### config.mk
export PLATFORM = sky130hd
export DESIGN_NAME = ram_pattern_tester
export DESIGN_NICKNAME = d
export VERILOG_FILES = /design/src/rtl/ram_test_pkg.sv /design/src/rtl/ram_test_expect_pipe.sv /design/src/rtl/ram_pattern_tester.sv
export SDC_FILE = /design/constraint.sdc
export NUM_CORES = 1
export LEC_CHECK = 0
export ABC_AREA = 1
export CORE_UTILIZATION = 58
export CTS_BUF_LIST = sky130_fd_sc_hd__clkbuf_8
export DETAILED_ROUTE_END_ITERATION = 8
export PLACE_DENSITY = 0.87
export SETUP_SLACK_MARGIN = 0.05
export SYNTH_ARGS = -nofsm -noshare
export SYNTH_HDL_FRONTEND = slang
export SYNTH_SLANG_ARGS = --single-unit
### constraint.sdc
create_clock -name clk -period 4.7 [get_ports clk]
set_input_delay 0.705 -clock clk [delete_from_list [all_inputs] [get_ports clk]]
set_output_delay 0.705 -clock clk [all_outputs]
set_load 0.05 [all_outputs]
### src/rtl/ram_test_pkg.sv
// Shared state/mode encodings and the data-pattern generator for the BRAM pattern tester.
package ram_test_pkg;

    typedef enum logic [2:0] {
        IDLE  = 3'd0,
        WRITE = 3'd1,
        READ  = 3'd2,
        DRAIN = 3'd3,
        DONE  = 3'd4
    } state_e;

    typedef enum logic [1:0] {
        MODE_INCR = 2'd0,
        MODE_INV  = 2'd1,
        MODE_CHK  = 2'd2,
        MODE_XOR  = 2'd3
    } mode_e;

    localparam int PAT_W = 32;

    // Evaluated at 32 bits; callers truncate to their word width, which keeps sums mod 2**DATA_W.
    function automatic logic [PAT_W-1:0] ram_pattern(
        input mode_e            mode,
        input logic [PAT_W-1:0] seed,
        input logic [PAT_W-1:0] idx
    );
        logic [PAT_W-1:0] sum;
        sum = seed + idx;
        case (mode)
            MODE_INCR: ram_pattern = sum;
            MODE_INV:  ram_pattern = ~sum;
            MODE_CHK:  ram_pattern = idx[0] ? ~seed : seed;
            default:   ram_pattern = seed ^ idx;
        endcase
    endfunction

endpackage

### src/rtl/ram_test_expect_pipe.sv
// Delays the expected word, its address and a valid flag by LAT clocks so they
// line up with the RAM port-B read data.
module ram_test_expect_pipe #(
    parameter int LAT    = 1,
    parameter int DATA_W = 16,
    parameter int ADDR_W = 11
) (
    input  logic              clk,
    input  logic              rstn,
    input  logic              in_vld,
    input  logic [DATA_W-1:0] in_data,
    input  logic [ADDR_W-1:0] in_addr,
    output logic              out_vld,
    output logic [DATA_W-1:0] out_data,
    output logic [ADDR_W-1:0] out_addr
);

    logic [LAT-1:0]    vld_q;
    logic [DATA_W-1:0] data_q [LAT];
    logic [ADDR_W-1:0] addr_q [LAT];

    always_ff @(posedge clk or negedge rstn) begin
        if (!rstn) begin
            vld_q <= '0;
            for (int s = 0; s < LAT; s++) begin
                data_q[s] <= '0;
                addr_q[s] <= '0;
            end
        end else begin
            vld_q[0]  <= in_vld;
            data_q[0] <= in_data;
            addr_q[0] <= in_addr;
            for (int s = 1; s < LAT; s++) begin
                vld_q[s]  <= vld_q[s-1];
                data_q[s] <= data_q[s-1];
                addr_q[s] <= addr_q[s-1];
            end
        end
    end

    assign out_vld  = vld_q[LAT-1];
    assign out_data = data_q[LAT-1];
    assign out_addr = addr_q[LAT-1];

endmodule

### src/rtl/ram_pattern_tester.sv
// Write-then-read self-test engine for a dual-port BRAM: fills every word with a
// pattern on port A, reads it back on port B and reports mismatches.
//
//   state | meaning
//   IDLE  | waiting for start_i or the periodic tick
//   WRITE | one port-A write per clock, index 0..DEPTH-1
//   READ  | one port-B read per clock, index 0..DEPTH-1
//   DRAIN | RD_LATENCY clocks for the last read data to come back
//   DONE  | one clock: done pulse, pass flag updated
module ram_pattern_tester
    import ram_test_pkg::*;
#(
    parameter int DATA_W     = 16,
    parameter int ADDR_W     = 11,
    parameter int DEPTH      = 2048,
    parameter int RD_LATENCY = 1,
    parameter int AUTO_EN    = 1,
    parameter int CLK_FREQ   = 50000000,
    parameter int ERR_CNT_W  = 16
) (
    input  logic                 clk,
    input  logic                 rstn,
    input  logic                 start_i,
    input  logic [1:0]           mode_i,
    input  logic [DATA_W-1:0]    seed_i,
    output logic                 busy_o,
    output logic                 done_o,
    output logic                 pass_o,
    output logic [ERR_CNT_W-1:0] err_cnt_o,
    output logic [ADDR_W-1:0]    first_err_addr_o,
    output logic                 first_err_vld_o,
    output logic                 wr_en_o,
    output logic [ADDR_W-1:0]    wr_addr_o,
    output logic [DATA_W-1:0]    wr_data_o,
    output logic                 rd_en_o,
    output logic [ADDR_W-1:0]    rd_addr_o,
    input  logic [DATA_W-1:0]    rd_data_i
);

    localparam int                TICK_W     = (CLK_FREQ > 1) ? $clog2(CLK_FREQ) : 1;
    localparam logic [TICK_W-1:0] TICK_LAST  = TICK_W'(CLK_FREQ - 1);
    localparam logic [ADDR_W-1:0] LAST_IDX   = ADDR_W'(DEPTH - 1);
    localparam logic [1:0]        DRAIN_LAST = 2'(RD_LATENCY - 1);

    state_e              state_q, state_nx;
    logic [ADDR_W-1:0]   idx_q, idx_nx;
    logic [1:0]          drain_q, drain_nx;
    mode_e               mode_q, mode_nx;
    logic [DATA_W-1:0]   seed_q, seed_nx;
    logic [DATA_W-1:0]   pat_nx;
    logic [DATA_W-1:0]   exp_q;
    logic [TICK_W-1:0]   tick_q;
    logic                tick;
    logic                trigger;

    logic                chk_vld;
    logic [DATA_W-1:0]   chk_exp;
    logic [ADDR_W-1:0]   chk_addr;
    logic                mismatch;

    // Tick counter runs in every state; a tick landing outside IDLE is simply lost.
    always_ff @(posedge clk or negedge rstn) begin
        if (!rstn)
            tick_q <= '0;
        else if (tick_q == TICK_LAST)
            tick_q <= '0;
        else
            tick_q <= tick_q + TICK_W'(1);
    end

    assign tick    = (AUTO_EN != 0) && (tick_q == TICK_LAST);
    assign trigger = (state_q == IDLE) && (start_i || tick);

    always_ff @(posedge clk or negedge rstn) begin
        if (!rstn) begin
            state_q <= IDLE;
            idx_q   <= '0;
            drain_q <= '0;
            mode_q  <= MODE_INCR;
            seed_q  <= '0;
        end else begin
            state_q <= state_nx;
            idx_q   <= idx_nx;
            drain_q <= drain_nx;
            mode_q  <= mode_nx;
            seed_q  <= seed_nx;
        end
    end

    always_comb begin
        state_nx = state_q;
        idx_nx   = idx_q;
        drain_nx = drain_q;
        mode_nx  = mode_q;
        seed_nx  = seed_q;
        case (state_q)
            IDLE: begin
                if (trigger) begin
                    state_nx = WRITE;
                    idx_nx   = '0;
                    mode_nx  = mode_e'(mode_i);
                    seed_nx  = seed_i;
                end
            end
            WRITE: begin
                if (idx_q == LAST_IDX) begin
                    state_nx = READ;
                    idx_nx   = '0;
                end else begin
                    idx_nx = idx_q + ADDR_W'(1);
                end
            end
            READ: begin
                if (idx_q == LAST_IDX) begin
                    state_nx = DRAIN;
                    idx_nx   = '0;
                    drain_nx = DRAIN_LAST;
                end else begin
                    idx_nx = idx_q + ADDR_W'(1);
                end
            end
            DRAIN: begin
                if (drain_q == 2'd0)
                    state_nx = DONE;
                else
                    drain_nx = drain_q - 2'd1;
            end
            DONE:    state_nx = IDLE;
            default: state_nx = IDLE;
        endcase
    end

    // Outputs are registered from next-state values so the first write beat
    // appears in the cycle right after the trigger.
    assign pat_nx = DATA_W'(ram_pattern(mode_nx, PAT_W'(seed_nx), PAT_W'(idx_nx)));

    always_ff @(posedge clk or negedge rstn) begin
        if (!rstn) begin
            wr_en_o   <= 1'b0;
            wr_addr_o <= '0;
            wr_data_o <= '0;
            rd_en_o   <= 1'b0;
            rd_addr_o <= '0;
            exp_q     <= '0;
            busy_o    <= 1'b0;
            done_o    <= 1'b0;
        end else begin
            wr_en_o   <= (state_nx == WRITE);
            wr_addr_o <= (state_nx == WRITE) ? idx_nx : '0;
            wr_data_o <= (state_nx == WRITE) ? pat_nx : '0;
            rd_en_o   <= (state_nx == READ);
            rd_addr_o <= (state_nx == READ) ? idx_nx : '0;
            exp_q     <= (state_nx == READ) ? pat_nx : '0;
            busy_o    <= (state_nx != IDLE);
            done_o    <= (state_nx == DONE);
        end
    end

    ram_test_expect_pipe #(
        .LAT    (RD_LATENCY),
        .DATA_W (DATA_W),
        .ADDR_W (ADDR_W)
    ) u_expect_pipe (
        .clk      (clk),
        .rstn     (rstn),
        .in_vld   (rd_en_o),
        .in_data  (exp_q),
        .in_addr  (rd_addr_o),
        .out_vld  (chk_vld),
        .out_data (chk_exp),
        .out_addr (chk_addr)
    );

    assign mismatch = chk_vld && (rd_data_i != chk_exp);

    always_ff @(posedge clk or negedge rstn) begin
        if (!rstn) begin
            err_cnt_o        <= '0;
            first_err_vld_o  <= 1'b0;
            first_err_addr_o <= '0;
        end else if (trigger) begin
            err_cnt_o        <= '0;
            first_err_vld_o  <= 1'b0;
            first_err_addr_o <= '0;
        end else if (mismatch) begin
            if (err_cnt_o != '1)
                err_cnt_o <= err_cnt_o + ERR_CNT_W'(1);
            if (!first_err_vld_o) begin
                first_err_vld_o  <= 1'b1;
                first_err_addr_o <= chk_addr;
            end
        end
    end

    // The final compare lands on the clock that enters DONE, so the count is settled here.
    always_ff @(posedge clk or negedge rstn) begin
        if (!rstn)
            pass_o <= 1'b0;
        else if (state_q == DONE)
            pass_o <= (err_cnt_o == '0);
    end

endmodule

## Yosys cells after proc, flatten, opt, wreduce, memory -nomap -nowiden

Cells that the tools add are included.

| storage, ports and cells | value |
|---|---|
| output and inout port bits | 71 |
| bits in registers | 175 |
| bits of input ports | 37 |
| logic and storage cells | 90 |

| cells by class | value |
|---|---|
| add/sub/neg operators | 5 |
| bitwise operators | 3 |
| eq/ne operators | 16 |
| mux-type cells | 30 |
| reductions and logical operators | 15 |

Operators by type and width:

| cell | count |
|---|---|
| $mux W16 | 8 |
| $mux W11 | 7 |
| $pmux W16 S3 | 1 |
| $not A16 Y16 | 2 |
| $add A26 B1 Y26 const B | 1 |
| $eq A26 B26 Y1 const B | 1 |
| $mux W26 | 1 |
| $pmux W11 S2 | 1 |
| $add A16 B1 Y16 const B | 1 |
| $add A16 B11 Y16 | 1 |
| $logic_not A16 Y1 | 1 |
| $ne A16 B16 Y1 | 1 |
| $ne A16 B16 Y1 const B | 1 |
| $xor A16 B11 Y16 | 1 |
| $mux W3 | 4 |
| $pmux W3 S4 | 1 |
| $add A11 B1 Y11 const B | 1 |
| $eq A11 B11 Y1 const B | 1 |
| $eq A3 B2 Y1 const B | 3 |
| $mux W2 | 4 |
| $eq A3 B1 Y1 const B | 2 |
| $eq A3 B3 Y1 const B | 2 |
| $ne A2 B2 Y1 const B | 3 |
| $reduce_bool A2 Y1 | 3 |
| other kinds (13) | 17 |

## Logic depth before layout (Yosys ltp)

| depth | value |
|---|---|
| word-level depth | 9 |
| mapped depth | 32 |
| gate-level depth less buffers | 30 |

## Cells and area by module

A second synthesis with hierarchy kept.

| unflattened totals | value |
|---|---|
| cells, all modules | 990 |
| area, all modules | 8,541.9 µm² |

Modules (own cells, without submodules):

| module | cells each | times used | area each (µm²) | sequential area each (µm²) |
|---|---|---|---|---|
| ram_pattern_tester | 962 | 1 | 7,841.3 | 3,678.5 |
| ram_test_expect_pipe | 28 | 1 | 700.7 | 700.7 |

## Worst setup path after synthesis

OpenSTA, ideal clock, no wires.

| timing path | value |
|---|---|
| path kind | reg-to-reg |
| start | reg tick_q[0] |
| end | reg wr_data_o[12] |
| setup slack | 740 ps |
| data required time | 4,568 ps |
| period minus slack after synthesis | 3,960 ps |
| cell stages (with the launch flop) | 33 |
| path buffers | 3 |
| data arrival time | 3,828 ps |
| library setup time | 132 ps |
| path through | dfrtp_1 ha_1 nand2_2 nor2_4 nand2_2 nor2_4 nand2_4 nand2_4 nand2_8 buf_6 clkbuf_1 clkbuf_1 nand2_1 nand2_1 ha_1 inv_1 fa_1 o21ai_0 nand2_1 nand2_1 a21oi_1 nor2_1 nor2_1 o21ai_1 nand2_1 nand2_1 nand2_1 nand2_1 nand2_1 nand3_1 nand3_1 nand3_1 nor2_1 |

| between the ends | value |
|---|---|
| longest elaborated chain between the ends | 9 |
| elaborated cells between the ends (all ways) | 22 |
| those cells by class | add/sub (1); eq/ne (4); mux (11); bitwise (3); reduce/logical (3) |

Ends and longest elaborated chain:

| item | RTL line | source |
|---|---|---|
| start: declaration | ram_pattern_tester.sv:52 | `logic [TICK_W-1:0] tick_q;` |
| start signal: assignment | ram_pattern_tester.sv:68 | `tick_q <= tick_q + TICK_W'(1);` |
| $eq A26 B26 Y1 (*) | ram_pattern_tester.sv:71 | `assign tick = (AUTO_EN != 0) && (tick_q == TICK_LAST);` |
| $logic_or A1 B1 Y1 (*) | ram_pattern_tester.sv:72 | `assign trigger = (state_q == IDLE) && (start_i \|\| tick);` |
| $logic_and A1 B1 Y1 (*) | ram_pattern_tester.sv:72 |  |
| $mux W16 (*) | ram_pattern_tester.sv:98 | `if (trigger) begin` |
| $mux W16 (*) | ram_pattern_tester.sv:96 | `case (state_q)` |
| named net seed_nx[0] | ram_pattern_tester.sv:49 | `logic [DATA_W-1:0] seed_q, seed_nx;` |
| $add A16 B11 Y16 (*) | ram_test_pkg.sv:28 | `sum = seed + idx;` |
| $not A16 Y16 | ram_test_pkg.sv:31 | `MODE_INV: ram_pattern = ~sum;` |
| $pmux W16 S3 (*) | ram_test_pkg.sv:29 | `case (mode)` |
| $mux W16 (*) | ram_pattern_tester.sv:150 | `wr_data_o <= (state_nx == WRITE) ? pat_nx : '0;` |
| end signal: assignment | ram_pattern_tester.sv:150 |  |
| end: declaration | ram_pattern_tester.sv:34 | `output logic [DATA_W-1:0] wr_data_o,` |

Mark *: on every way through the listed nets, which the timed path passes. The rest lies on a longest branch.
A chain may end at the register's enable or synchronous reset.

## Worst setup path in the final report

| timing path | value |
|---|---|
| start | reg tick_q[0] |
| end | reg exp_q[12] |

| between the ends | value |
|---|---|
| longest elaborated chain between the ends | 9 |
| elaborated cells between the ends (all ways) | 22 |
| those cells by class | add/sub (1); eq/ne (4); mux (11); bitwise (3); reduce/logical (3) |

Ends and longest elaborated chain:

| item | RTL line | source |
|---|---|---|
| $eq A26 B26 Y1 (*) | ram_pattern_tester.sv:71 |  |
| $logic_or A1 B1 Y1 (*) | ram_pattern_tester.sv:72 |  |
| $logic_and A1 B1 Y1 (*) | ram_pattern_tester.sv:72 |  |
| $mux W16 (*) | ram_pattern_tester.sv:98 |  |
| $mux W16 (*) | ram_pattern_tester.sv:96 |  |
| named net seed_nx[2] | ram_pattern_tester.sv:49 |  |
| $add A16 B11 Y16 (*) | ram_test_pkg.sv:28 |  |
| $not A16 Y16 | ram_test_pkg.sv:31 |  |
| $pmux W16 S3 (*) | ram_test_pkg.sv:29 |  |
| $mux W16 (*) | ram_pattern_tester.sv:153 | `exp_q <= (state_nx == READ) ? pat_nx : '0;` |
| end signal: assignment | ram_pattern_tester.sv:153 |  |
| end: declaration | ram_pattern_tester.sv:51 | `logic [DATA_W-1:0] exp_q;` |

Marks and branches as above.

==> impl_metrics.json <==
{
  "status": "finished, final reports clean",
  "cts_buffer_depth": 2,
  "syn-cell-area_mm2": 0.00843,
  "num_vias": 6958,
  "p_leak_nw": 4.93,
  "clock-sinks": 175,
  "ant_nets": 0,
  "synth_edf_count": 0,
  "area_growth_pct": 20.5,
  "crit_slowest_cell": "dfrtp_1",
  "hold_buffers": 0,
  "ys_seq_elements": 175,
  "synth.area.mux_share": 0,
  "cp-end-kind": "register",
  "vias_per_cell": 5.46,
  "synthXorXnorAreaFrac": 0.0343,
  "avgSynthCellArea_um2": 8.72,
  "drc": 0,
  "drt_first_pass_iters": 5,
  "fin_nets": 1135,
  "fmax_mhz": 240,
  "required_ns": 5.04,
  "crit_arrival_ns": 4.51,
  "wl_met1_um": 8490,
  "overflow": 0,
  "root_buffer": "clkbuf_8",
  "rsz0062_at_grt": "false",
  "path_clk_slew_ns": 0.09,
  "synthAdderAreaFrac": 0.0246,
  "hold_path.class": "input port to asynchronous set/reset pin",
  "postSynth.asyncResetShare": 1.00,
  "synth_cells": 966,
  "ys_warn_count": 0,
  "n_fill_cell": 987,
  "synth_common_cells": "dfrtp_1, nand2_1, inv_1",
  "synth-compound-area-share": 0.0949,
  "drive_gt1_frac": 0.0922,
  "wl_met3_um": 1400,
  "gp_congestion": 0.925,
  "critical_path_class": "register to register",
  "antenna_found_initial": 0,
  "yosys.area.top_type": "dfrtp_1",
  "yosysMostFrequentCell": "dfrtp_1",
  "synth_area_leaders": "dfrtp_1, nand2_1, inv_1, nor2_1, o21ai_0",
  "synth_top_family_by_area": "simple AND/OR/NAND/NOR gates",
  "clock_latency_ns": 0.47,
  "die_area_mm2": 0.0150,
  "crit_top_cell": "nand2_1",
  "powerDensity_mw_per_mm2": 514,
  "port_buffers": 107,
  "grt_pass1_wl_um": 31800,
  "setup-violations-final": 0,
  "synth_top_area_share": 0.520,
  "drt_iter0_drc": 616,
  "post_cts_buffers": 0,
  "core-area_mm2": 0.0140,
  "period_needed_ns": 4.17,
  "grt_max_degree": 97,
  "postSynthNetCount": 1019,
  "yosysSeqAreaShare": 0.520,
  "worst_slew_pin_slew_ns": 0.879,
  "seqCellArea_mm2": 0.00438,
  "yosys.area_share.simple": 0.243,
  "multi_input_area_mm2": 0.00334,
  "setup_tns_ns": 0,
  "irDropWorstVdd_v": 0.000387,
  "fp-row-count": 43,
  "start_util": 0.600,
  "ys.flop_type": "dfrtp_1",
  "final_util": 0.724,
  "power_mw": 5.23,
  "cp_max_fo": 24,
  "chipHeight_um": 123,
  "routed_wl_um": 19500,
  "final_max_slew_viol_count": 0,
  "grt_util_all_layers": 0.279,
  "place_hpwl_um": 14000,
  "start_kind": "register",
  "cts_buffers": 17,
  "final_hold_viol_count": 0,
  "cpPeakStageDelay_ns": 0.40,
  "antenna_cells": 0,
  "max_slew_margin": 0.408,
  "io_pins": 108,
  "cts_tree": "done",
  "cap_violations": 0,
  "grt_pass1_vias": 6674,
  "die_w_um": 123,
  "cts_max_level": 4,
  "synth.distinct_cells": 52,
  "fin_skew_ns": 0.0121,
  "dr.max_layer_used": "met4",
  "fin_crit_sh": 0.886,
  "route.met2.wl_um": 9090,
  "routedWlPerCell_um": 15.3
}
repair_timing:
item                                    CTS  global route
resized for setup                         0             2
hold endpoints to repair                  0             0
endpoints found under the setup margin    0             5
kinds of logic (layout without fill, tap and decap cells):
logic type	count (synthesis)	count (layout)
flip-flops	175	175
buffers and inverters	175	304
adder cells (fa/ha/maj)	16	16
AND/OR/NAND/NOR	430	430
XOR/XNOR	33	33
AO/OA/AOI/OAI	137	137
area by class of cell:
class                   count  share of cell area
clock buffers              19              0.0257
clock inverters            13              0.0193
inverters                 157              0.0600
multi-input cells         616               0.329
flip-flops and latches    175               0.431
well taps                 180              0.0222
repair buffers            115               0.113
final timing paths:
check / from / endpoint / slack [ns] / cells after the start
setup / recovery: tick_q[0]$_DFF_PN0_ / exp_q[12]$_DFF_PN0_ / 0.53 / 29
hold / removal: rstn / tick_q[0]$_DFF_PN0_ / 0.30 / 1
setup reg to reg: tick_q[0]$_DFF_PN0_ / exp_q[12]$_DFF_PN0_ / 0.53 / 29
hold reg to reg: exp_q[11]$_DFF_PN0_ / u_expect_pipe.out_data[11]$_DFF_PN0_ / 0.35 / 0
max in group asynchronous: rstn / exp_q[8]$_DFF_PN0_ / 3.47 / 2
min in group clk: exp_q[11]$_DFF_PN0_ / u_expect_pipe.out_data[11]$_DFF_PN0_ / 0.35 / 0
flip-flops by register name (all words and copies together), names as in the netlist, 16 cells and up:
register                flops
wr_data_o                  16
exp_q                      16
seed_q                     16
err_cnt_o                  16
u_expect_pipe.out_data     16
tick_q                     26
metal layers:
layer | track usage | up-vias
met1 | 0.379 | 3261
met5 | 0 | -
li1 | - | 3323
met4 | 0.117 | 0
met2 | 0.441 | 322
met3 | 0.0534 | 52
cell usage in the layout, fill, tap and decap left out, types with 3 or more instances in the layout:
cell | netlist | final
xor2_1 | 21 | 21
o21ai_0 | 55 | 55
clkdlybuf4s50_1 | 0 | 106
o21a_1 | 4 | 4
nor2_1 | 110 | 109
dfrtp_1 | 175 | 175
nor2_2 | 3 | 4
ha_1 | 15 | 15
o22ai_1 | 3 | 3
o21ai_1 | 10 | 10
nand2_1 | 159 | 159
nand4_1 | 20 | 20
nand3_1 | 53 | 53
o31ai_1 | 4 | 4
inv_1 | 140 | 144
nor2_4 | 8 | 8
clkbuf_8 | 0 | 19
nand2_2 | 8 | 8
nor3b_1 | 5 | 5
nand2_4 | 5 | 5
nor4_1 | 9 | 9
inv_6 | 3 | 3
a21oi_1 | 39 | 39
buf_4 | 1 | 7
xnor2_1 | 12 | 12
nor3_1 | 28 | 28
a31oi_1 | 5 | 5
o2111ai_1 | 4 | 4
bufinv_16 | 0 | 5
clkinv_4 | 0 | 3
inv_2 | 12 | 11
or2_2 | 11 | 11
report_power, final:
group	total, mW	switching, mW	leakage, nW	internal [mW]
sequential	1.81	0.101	2.31	1.71
clock	1.19	0.531	0.245	0.655
combinational	2.23	1.49	2.38	0.740
metrics by stage:
step                setup slack [ns]  cells  hold WS (ns)  instance area, um^2
finish                         0.535   1275         0.303                10200
global route                  0.0900   1275         0.356                10200
detailed placement             0.338   1243         0.335                 9700
CTS                            0.510   1275         0.353                10200
floorplan                      0.740    966         0.331                 8430
global placement               0.460   1243         0.332                 9700
worst max-delay path, delay by kind of cell (launching register included):
kind | cells | cell delay [ns]
buffers and inverters | 2 | 0.36
and+or+nand+nor | 21 | 1.88
adders and majority gates | 2 | 0.61
DFF | 1 | 0.40
AOI/OAI and AO/OA | 4 | 0.80
No activity file was read; power rests on OpenSTA's default activity.
